==> config.mk <==
export PLATFORM = sky130hd
export DESIGN_NAME = alu_seq_ctrl_flat
export DESIGN_NICKNAME = d
export VERILOG_FILES = /design/src/rtl/alu_seq_ctrl_if.sv /design/src/rtl/alu_seq_ctrl.sv /design/src/flat_wrapper.sv
export SDC_FILE = /design/constraint.sdc
export NUM_CORES = 1
export LEC_CHECK = 0
export ABC_AREA = 1
export BUFFER_PORTS_ARGS = -buffer_cell sky130_fd_sc_hd__buf_4
export CORE_MARGIN = 1.5
export CORE_UTILIZATION = 30
export CTS_CLUSTER_DIAMETER = 30
export CTS_CLUSTER_SIZE = 25
export DETAILED_ROUTE_END_ITERATION = 6
export GPL_TIMING_DRIVEN = 1
export SYNTH_ARGS = -nofsm -noshare
export SYNTH_HDL_FRONTEND = slang
export SYNTH_SLANG_ARGS = --single-unit
==> constraint.sdc <==
create_clock -name clk -period 1.6 [get_ports clk]
set_clock_uncertainty 0.1 [all_clocks]
set_input_delay 0.24 -clock clk [delete_from_list [all_inputs] [get_ports clk]]
set_output_delay 0.24 -clock clk [all_outputs]
set_load 0.05 [all_outputs]
==> src/rtl/alu_seq_ctrl_if.sv <==
// Command, result and ALU-side bus of the accumulator sequencer.
// The slave modport is the sequencer itself; master is the host plus ALU.
interface alu_seq_ctrl_if;
    logic       cmd_valid;
    logic       cmd_ready;
    logic       cmd_load;
    logic [2:0] cmd_op;
    logic [7:0] cmd_data;

    logic       res_valid;
    logic       res_ready;
    logic [7:0] res_data;
    logic [7:0] res_acc;
    logic       res_c;
    logic       res_ov;
    logic       res_zero;
    logic [7:0] op_count;

    logic [7:0] alu_x;
    logic [7:0] alu_y;
    logic [2:0] alu_op;
    logic [7:0] alu_s;
    logic       alu_c;
    logic       alu_ov;

    modport slave (
        input  cmd_valid, cmd_load, cmd_op, cmd_data, res_ready,
        input  alu_s, alu_c, alu_ov,
        output cmd_ready, res_valid, res_data, res_acc, res_c, res_ov,
        output res_zero, op_count, alu_x, alu_y, alu_op
    );

    modport master (
        output cmd_valid, cmd_load, cmd_op, cmd_data, res_ready,
        output alu_s, alu_c, alu_ov,
        input  cmd_ready, res_valid, res_data, res_acc, res_c, res_ov,
        input  res_zero, op_count, alu_x, alu_y, alu_op
    );
endinterface

==> src/rtl/alu_seq_ctrl.sv <==
// Accumulator sequencer: accepts load/ALU commands, drives an external
// combinational ALU for one settle cycle, and presents a held result.
module alu_seq_ctrl (
    input  logic          clk,
    input  logic          rst,
    alu_seq_ctrl_if.slave bus
);
    typedef enum logic [1:0] {IDLE, ISSUE, RESP} state_t;

    state_t     state;
    logic [7:0] acc;
    logic [7:0] res_data;
    logic       res_c;
    logic       res_ov;
    logic       res_zero;
    logic       res_valid;
    logic [7:0] op_count;
    logic [7:0] alu_x;
    logic [7:0] alu_y;
    logic [2:0] alu_op;

    always_ff @(posedge clk) begin
        if (rst) begin
            state     <= IDLE;
            acc       <= 8'h00;
            res_data  <= 8'h00;
            res_c     <= 1'b0;
            res_ov    <= 1'b0;
            res_zero  <= 1'b0;
            res_valid <= 1'b0;
            alu_x     <= 8'h00;
            alu_y     <= 8'h00;
            alu_op    <= 3'b000;
            op_count  <= 8'h00;
        end else begin
            case (state)
                IDLE: begin
                    if (bus.cmd_valid) begin
                        if (bus.cmd_load) begin
                            acc       <= bus.cmd_data;
                            res_data  <= bus.cmd_data;
                            res_c     <= 1'b0;
                            res_ov    <= 1'b0;
                            res_zero  <= (bus.cmd_data == 8'h00);
                            res_valid <= 1'b1;
                            state     <= RESP;
                        end else begin
                            alu_x  <= acc;
                            alu_y  <= bus.cmd_data;
                            alu_op <= bus.cmd_op;
                            state  <= ISSUE;
                        end
                    end
                end
                ISSUE: begin
                    res_data  <= bus.alu_s;
                    res_c     <= bus.alu_c;
                    res_ov    <= bus.alu_ov;
                    res_zero  <= (bus.alu_s == 8'h00);
                    res_valid <= 1'b1;
                    // Compare ops (110, 111) report a flag but keep the accumulator.
                    if (alu_op <= 3'b101)
                        acc <= bus.alu_s;
                    state <= RESP;
                end
                RESP: begin
                    if (bus.res_ready) begin
                        res_valid <= 1'b0;
                        op_count  <= op_count + 8'd1;
                        state     <= IDLE;
                    end
                end
                default: begin
                    res_valid <= 1'b0;
                    state     <= IDLE;
                end
            endcase
        end
    end

    // Ready is combinational so it drops in the very cycle reset is raised.
    assign bus.cmd_ready = (state == IDLE) && !rst;
    assign bus.res_valid = res_valid;
    assign bus.res_data  = res_data;
    assign bus.res_acc   = acc;
    assign bus.res_c     = res_c;
    assign bus.res_ov    = res_ov;
    assign bus.res_zero  = res_zero;
    assign bus.op_count  = op_count;
    assign bus.alu_x     = alu_x;
    assign bus.alu_y     = alu_y;
    assign bus.alu_op    = alu_op;
endmodule

==> src/flat_wrapper.sv <==
// flat-port wrapper written by rule: the top's interface ports become plain ports
module alu_seq_ctrl_flat 
  (clk, rst, bus_cmd_valid, bus_cmd_load, bus_cmd_op, bus_cmd_data, bus_res_ready, bus_alu_s, bus_alu_c, bus_alu_ov, bus_cmd_ready, bus_res_valid, bus_res_data, bus_res_acc, bus_res_c, bus_res_ov, bus_res_zero, bus_op_count, bus_alu_x, bus_alu_y, bus_alu_op);
  alu_seq_ctrl_if bus_i ();
  input  logic clk;
  input  logic rst;
  input wire logic [$bits(bus_i.cmd_valid)-1:0] bus_cmd_valid;
  input wire logic [$bits(bus_i.cmd_load)-1:0] bus_cmd_load;
  input wire logic [$bits(bus_i.cmd_op)-1:0] bus_cmd_op;
  input wire logic [$bits(bus_i.cmd_data)-1:0] bus_cmd_data;
  input wire logic [$bits(bus_i.res_ready)-1:0] bus_res_ready;
  input wire logic [$bits(bus_i.alu_s)-1:0] bus_alu_s;
  input wire logic [$bits(bus_i.alu_c)-1:0] bus_alu_c;
  input wire logic [$bits(bus_i.alu_ov)-1:0] bus_alu_ov;
  output wire logic [$bits(bus_i.cmd_ready)-1:0] bus_cmd_ready;
  output wire logic [$bits(bus_i.res_valid)-1:0] bus_res_valid;
  output wire logic [$bits(bus_i.res_data)-1:0] bus_res_data;
  output wire logic [$bits(bus_i.res_acc)-1:0] bus_res_acc;
  output wire logic [$bits(bus_i.res_c)-1:0] bus_res_c;
  output wire logic [$bits(bus_i.res_ov)-1:0] bus_res_ov;
  output wire logic [$bits(bus_i.res_zero)-1:0] bus_res_zero;
  output wire logic [$bits(bus_i.op_count)-1:0] bus_op_count;
  output wire logic [$bits(bus_i.alu_x)-1:0] bus_alu_x;
  output wire logic [$bits(bus_i.alu_y)-1:0] bus_alu_y;
  output wire logic [$bits(bus_i.alu_op)-1:0] bus_alu_op;
  assign bus_i.cmd_valid = bus_cmd_valid;
  assign bus_i.cmd_load = bus_cmd_load;
  assign bus_i.cmd_op = bus_cmd_op;
  assign bus_i.cmd_data = bus_cmd_data;
  assign bus_i.res_ready = bus_res_ready;
  assign bus_i.alu_s = bus_alu_s;
  assign bus_i.alu_c = bus_alu_c;
  assign bus_i.alu_ov = bus_alu_ov;
  assign bus_cmd_ready = bus_i.cmd_ready;
  assign bus_res_valid = bus_i.res_valid;
  assign bus_res_data = bus_i.res_data;
  assign bus_res_acc = bus_i.res_acc;
  assign bus_res_c = bus_i.res_c;
  assign bus_res_ov = bus_i.res_ov;
  assign bus_res_zero = bus_i.res_zero;
  assign bus_op_count = bus_i.op_count;
  assign bus_alu_x = bus_i.alu_x;
  assign bus_alu_y = bus_i.alu_y;
  assign bus_alu_op = bus_i.alu_op;
  alu_seq_ctrl u_core (.clk(clk), .rst(rst), .bus(bus_i));
endmodule
==> flow_summary.json, run 1 <==
{
  "pin_count": 74,
  "dp_hpwl_microns": 3840,
  "setup_viol": 0,
  "post_cts_buffers": 0,
  "fmax_mhz": 675,
  "hp-class": "in -> reg",
  "ant_nets": 0,
  "grt_pass1_vias": 1792,
  "ys_seq_elements": 49,
  "p_comb_share_pct": 26.1,
  "vias": 1961,
  "drt_pass1_iterations": 6,
  "yosysMostFrequentCell": "nor2_1",
  "cts-resized-gates": 0,
  "drc": 2,
  "avgSynthCellArea_sq_um": 7.09,
  "p_total_mw": 2.86,
  "place_inst": 430,
  "p_sw_mw": 1.00,
  "cts_num_sinks": 49,
  "num_rows": 29,
  "globalplace.congestion": 0.813,
  "viasPerCell": 4.48,
  "min_period_over_period_pct": 92.6,
  "cts_hold_buffers": 0,
  "synth_edf_count": 0,
  "finalCriticalPeriod_ns": 1.48,
  "gr-total-overflow": 0,
  "clkTransAtPathRegs_ns": 0.10,
  "die_w_microns": 85.5,
  "yosys-top-cells-count": "nor2_1 (68), dfxtp_1 (49), nand2_1 (45)",
  "yosys.area.top_type_share_pct": 48.1,
  "crit_path_max_fanout": 6,
  "numCtsBuffers": 5,
  "clkPwrFrac_pct": 26.3,
  "netlist_area_sq_um": 2040,
  "worstSetupPathType": "reg -> out",
  "synth.distinct_cells": 23,
  "syn_inst": 288,
  "synthFlopType": "dfxtp_1",
  "syn_nets": 315,
  "required_ns": 1.26,
  "relSlewSlack_pct": 73.6,
  "pwr-share-seq_pct": 47.6,
  "hold_viol": 0,
  "io_buffers": 73,
  "num_antenna_cells": 0,
  "failed_checks": "design-rule violations",
  "synth_top_area_cell": "dfxtp_1",
  "async_flop_share_pct": 0,
  "rsz0062_at_grt": "no",
  "grt_pass1_wl_microns": 8550,
  "antenna_found_initial": 0,
  "tns_ns": 0,
  "tritoncts": "done",
  "start_util_pct": 31.6,
  "cts_buffer_depth": 2,
  "cp-end-kind": "primary output",
  "max_cap_viol_count": 0,
  "die_h_microns": 85.5,
  "stdcell_count": 438,
  "synth_seq_area_share_pct": 48.1,
  "drive_gt1_share_pct": 26.6,
  "worst_pin_slew_ns": 0.395,
  "yosys-top-cells-area": "dfxtp_1 (48%), nor2_1 (13%), o21ai_0 (9.1%)",
  "p_int_mw": 1.86,
  "slew_violations": 0,
  "clk-insertion-delay-late_ns": 0.31,
  "cp.arrival_ns": 1.14,
  "status": "complete, but fails checks",
  "cp-start-kind": "flip-flop",
  "htreeDepth": 2,
  "die_area_sq_um": 7310,
  "drt_iter0_drc": 97,
  "grt_max_degree": 38,
  "cts_root_buf": "clkbuf_8",
  "utilization_pct": 42.9,
  "vdd_drop_max_v": 0.000468,
  "grt_usage_pct": 14.6,
  "routedWlPerCell_microns": 11.9,
  "p_leak_nw": 1.36,
  "p_sw_share_pct": 35.0,
  "area_delta_synth_final_pct": 35.7,
  "powerDensity_nw_per_um2": 1030,
  "ys_warn_count": 0,
  "final_nets": 387,
  "routed_wl_microns": 5190,
  "core_sq_um": 6460
}
[worst paths after layout]
check,startpoint,endpoint,slack (ns),cells after the start
setup reg to reg,u_core.state[1],u_core.bus.res_acc[1],0.18,7
hold / removal,rst,u_core.bus.op_count[0],0.05,2
setup / recovery,u_core.state[1],bus_cmd_ready,0.12,4
hold reg to reg,u_core.bus.op_count[1],u_core.bus.op_count[1],0.37,2
[state kept, by name, summed over array words and instances, names as in the netlist]
name,count
u_core.bus.res_data,8
u_core.bus.alu_op,3
u_core.bus.res_zero,1
u_core.bus.alu_x,8
u_core.bus.res_acc,8
u_core.bus.res_valid,1
u_core.bus.alu_y,8
u_core.bus.op_count,8
u_core.bus.res_c,1
u_core.state,2
u_core.bus.res_ov,1
[power by group through the flow]
stage,Clock (mW),Combinational [mW],Sequential [mW]
2_1_floorplan,0,0.226,1.66
3_3_place_gp,0,0.747,1.39
3_5_place_dp,0,0.749,1.39
4_1_cts,0.776,0.750,1.36
5_1_grt,0.835,0.804,1.37
6_report,0.751,0.746,1.36
[stage by stage]
| stage | cell area [sq um] | hold WS [ns] | setup slack [ns] |
|---|---|---|---|
| after global routing | 2770 | 0.0455 | 0.0357 |
| after floorplan | 2040 | 0.287 | 0.100 |
| after detailed placement | 2670 | 0.359 | 0.187 |
| after CTS | 2760 | 0.0456 | 0.0329 |
| final | 2770 | 0.0484 | 0.119 |
| after global placement | 2670 | 0.355 | 0.223 |
[critical path, stage by stage, from the launching register on]
cell and delay [ns]:
dfxtp_2 0.36, nor2_2 0.14, inv_1 0.05, nor2_1 0.08
buf_4 0.20
[routing by layer]
metal | global-route usage [%] | vias to the layer above | routed length (microns)
met5 | 0 | - | 0
met4 | 4.40 | 0 | 60
met3 | 3.79 | 4 | 255
met2 | 22.6 | 50 | 2380
met1 | 20.0 | 854 | 2500
li1 | - | 1053 | -
[layout make-up]
cell class	instances	area, sq um
clock buffers	5	68.8
repair buffers	78	611
well taps	77	96.3
multi-input cells	196	873
inverters	30	113
fillers	713	3690
flip-flops and latches	49	986
clock inverters	3	21.3
[cells in the final DEF (no fill, tap or decap), types with 4 or more instances in the layout]
cell / synthesis / layout
o21ai_0: 37 / 37
nor2_1: 68 / 67
dfxtp_1: 49 / 45
clkbuf_8: 0 / 5
dfxtp_2: 0 / 4
a21oi_1: 21 / 21
inv_1: 27 / 27
nand2_1: 45 / 45
buf_4: 2 / 76
nand3_1: 14 / 14
[cell families after synthesis]
logic type	count (synthesis)	synth area share [%]
buffers and inverters	43	9.26
AO/OA/AOI/OAI	61	15.1
flip-flops	49	48.1
adder cells (fa/ha/maj)	1	0.613
XOR/XNOR	1	0.429
AND/OR/NAND/NOR	133	26.5
(Power assumes the default switching activity.)
==> run 2: changes to the inputs <==
--- a/config.mk
+++ b/config.mk
@@ -13,6 +13,7 @@
 export CTS_CLUSTER_SIZE = 25
 export DETAILED_ROUTE_END_ITERATION = 6
 export GPL_TIMING_DRIVEN = 1
+export RECOVER_POWER = 100
 export SYNTH_ARGS = -nofsm -noshare
 export SYNTH_HDL_FRONTEND = slang
 export SYNTH_SLANG_ARGS = --single-unit
==> run 2 against run 1 <==
  * The run still ends with design-rule violations left
  * Wire length down 0.37%
  * Final cell count did not move
  * Sequential power about the same
  * Clock power hardly changed
  * Global-route usage is the same
  * Critical path depth unchanged
  * Setup slack gained 0.0026 ns
  * Die area unchanged
==> flow_summary.json, run 2 (synthesized netlist as in run 1, its figures left out) <==
{
  "status": "complete, but fails checks",
  "failed_checks": "design-rule violations",
  "final_common_cell": "nor2_1",
  "post_cts_buffers": 0,
  "clkTransAtPathRegs_ns": 0.10,
  "ant_nets": 0,
  "crit_chain": "nor2_2, inv_1, nor2_1, buf_4",
  "critical_path.top_delay_family": "flip-flops",
  "cp-start-kind": "flip-flop",
  "cts_hold_buffers": 0,
  "drc": 2,
  "min_period_over_period_pct": 92.4,
  "tns_ns": 0,
  "dp_hpwl_microns": 3840,
  "grt_pass1_vias": 1792,
  "num_antenna_cells": 0,
  "crit_path_max_fanout": 6,
  "htreeDepth": 2,
  "worstSetupPathType": "reg -> out",
  "hp-class": "in -> reg",
  "cts_num_sinks": 49,
  "fmax_mhz": 676,
  "vias": 1961,
  "hold_viol": 0,
  "start_util_pct": 31.6,
  "timing.final.ws_setup_ns": 0.121,
  "p_leak_nw": 1.32,
  "routed_wl_microns": 5170,
  "grt_usage_pct": 14.6,
  "num_rows": 29,
  "cts_root_buf": "clkbuf_8",
  "ff_latch_area_sq_um": 985,
  "slew_violations": 0,
  "grt_pass1_wl_microns": 8550,
  "die_w_microns": 85.5,
  "required_ns": 1.26,
  "clk-insertion-delay-late_ns": 0.30,
  "vdd_drop_max_v": 0.000473,
  "viasPerCell": 4.48,
  "grt_max_degree": 38,
  "globalplace.congestion": 0.813,
  "antenna_found_initial": 0,
  "die_h_microns": 85.5,
  "cp.arrival_ns": 1.14,
  "drt_pass1_iterations": 6,
  "filler_cell_count": 737,
  "final_nets": 387,
  "drive_gt1_share_pct": 25.8,
  "pin_count": 74,
  "slowest_delay_ns": 0.36,
  "path_buf_inv": 2,
  "multiInputGateArea_sq_um": 873,
  "io_buffers": 73,
  "cp-end-kind": "primary output",
  "area_delta_synth_final_pct": 29.8,
  "core_sq_um": 6460,
  "finalCriticalPeriod_ns": 1.48,
  "max_cap_viol_count": 0,
  "cpMaxStageDelayCell": "dfxtp_2",
  "setup_viol": 0,
  "layout_common_cells": "nor2_1 (67), clkbuf_2 (46), dfxtp_1 (46), nand2_1 (45), o21ai_0 (38)",
  "post-place-ws_ns": 0.187,
  "routedWlPerCell_microns": 11.8,
  "gr-total-overflow": 0,
  "rsz0062_at_grt": "no",
  "powerDensity_nw_per_um2": 1060,
  "worst_pin_slew_ns": 0.598,
  "cts-resized-gates": 0,
  "tritoncts": "done",
  "die_area_sq_um": 7310,
  "relSlewSlack_pct": 60.3,
  "numCtsBuffers": 5,
  "drt_iter0_drc": 101,
  "cts_buffer_depth": 2
}
[run 2: cell types whose count changed in the layout (fill, tap and decap cells not counted), sizes merged]
cell / before / now
clkbuf: 5 / 52
buf: 78 / 31
[run 2: per-layer routing]
layer	vias up	wire, microns	track usage (%)	part of all wire (%)
met5	-	0	0	0
met4	0	59	4.40	1.1
met3	4	236	3.79	4.6
met2	49	2360	22.6	46
met1	856	2520	20.0	49
li1	1052	-	-	-
[run 2: cell type report]
type	count	area share, %
flip-flops and latches	49	37.2
multi-input cells	196	33.0
repair buffers	78	18.6
inverters	30	4.25
well taps	77	3.64
clock buffers	5	2.60
clock inverters	3	0.803
[run 2: path summary, 6_finish.rpt]
kind                                             start  cells past startpoint  slack (ns)                      to
worst max-delay path                   u_core.state[1]                      4        0.12           bus_cmd_ready
worst min-delay path                               rst                      2        0.05         u_core.state[0]
worst max register to register         u_core.state[1]                      7        0.18       u_core.bus.res_ov
worst min register to register  u_core.bus.op_count[1]                      2        0.37  u_core.bus.op_count[1]
[run 2: worst register-to-register path, stage by stage (launching register included)]
cell and delay, ns:
dfxtp_2 0.39, inv_2 0.07, nand2_4 0.14, nand2_1 0.13, buf_4 0.17, inv_1 0.17, nand2_1 0.08, a21oi_1 0.11
[run 2: per-stage QoR]
| step | util [%] | cells | power [mW] | hold WS (ns) | cell area, sq um |
|---|---|---|---|---|---|
| finish | 41.0 | 438 | 2.80 | 0.0529 | 2650 |
| global route | 41.0 | 438 | 2.96 | 0.0455 | 2650 |
| CTS | 42.8 | 438 | 2.89 | 0.0456 | 2760 |
| detailed placement | 41.4 | 430 | 2.14 | 0.359 | 2670 |
| global placement | 41.4 | 430 | 2.14 | 0.355 | 2670 |
| floorplan | - | 288 | 1.89 | 0.287 | 2040 |
[run 2: power breakdown]
group | internal (mW) | leakage [nW] | switching, mW | total [mW]
Sequential | 1.31 | 0.403 | 0.0535 | 1.36
Clock | 0.311 | 0.0445 | 0.437 | 0.749
Combinational | 0.191 | 0.873 | 0.504 | 0.695
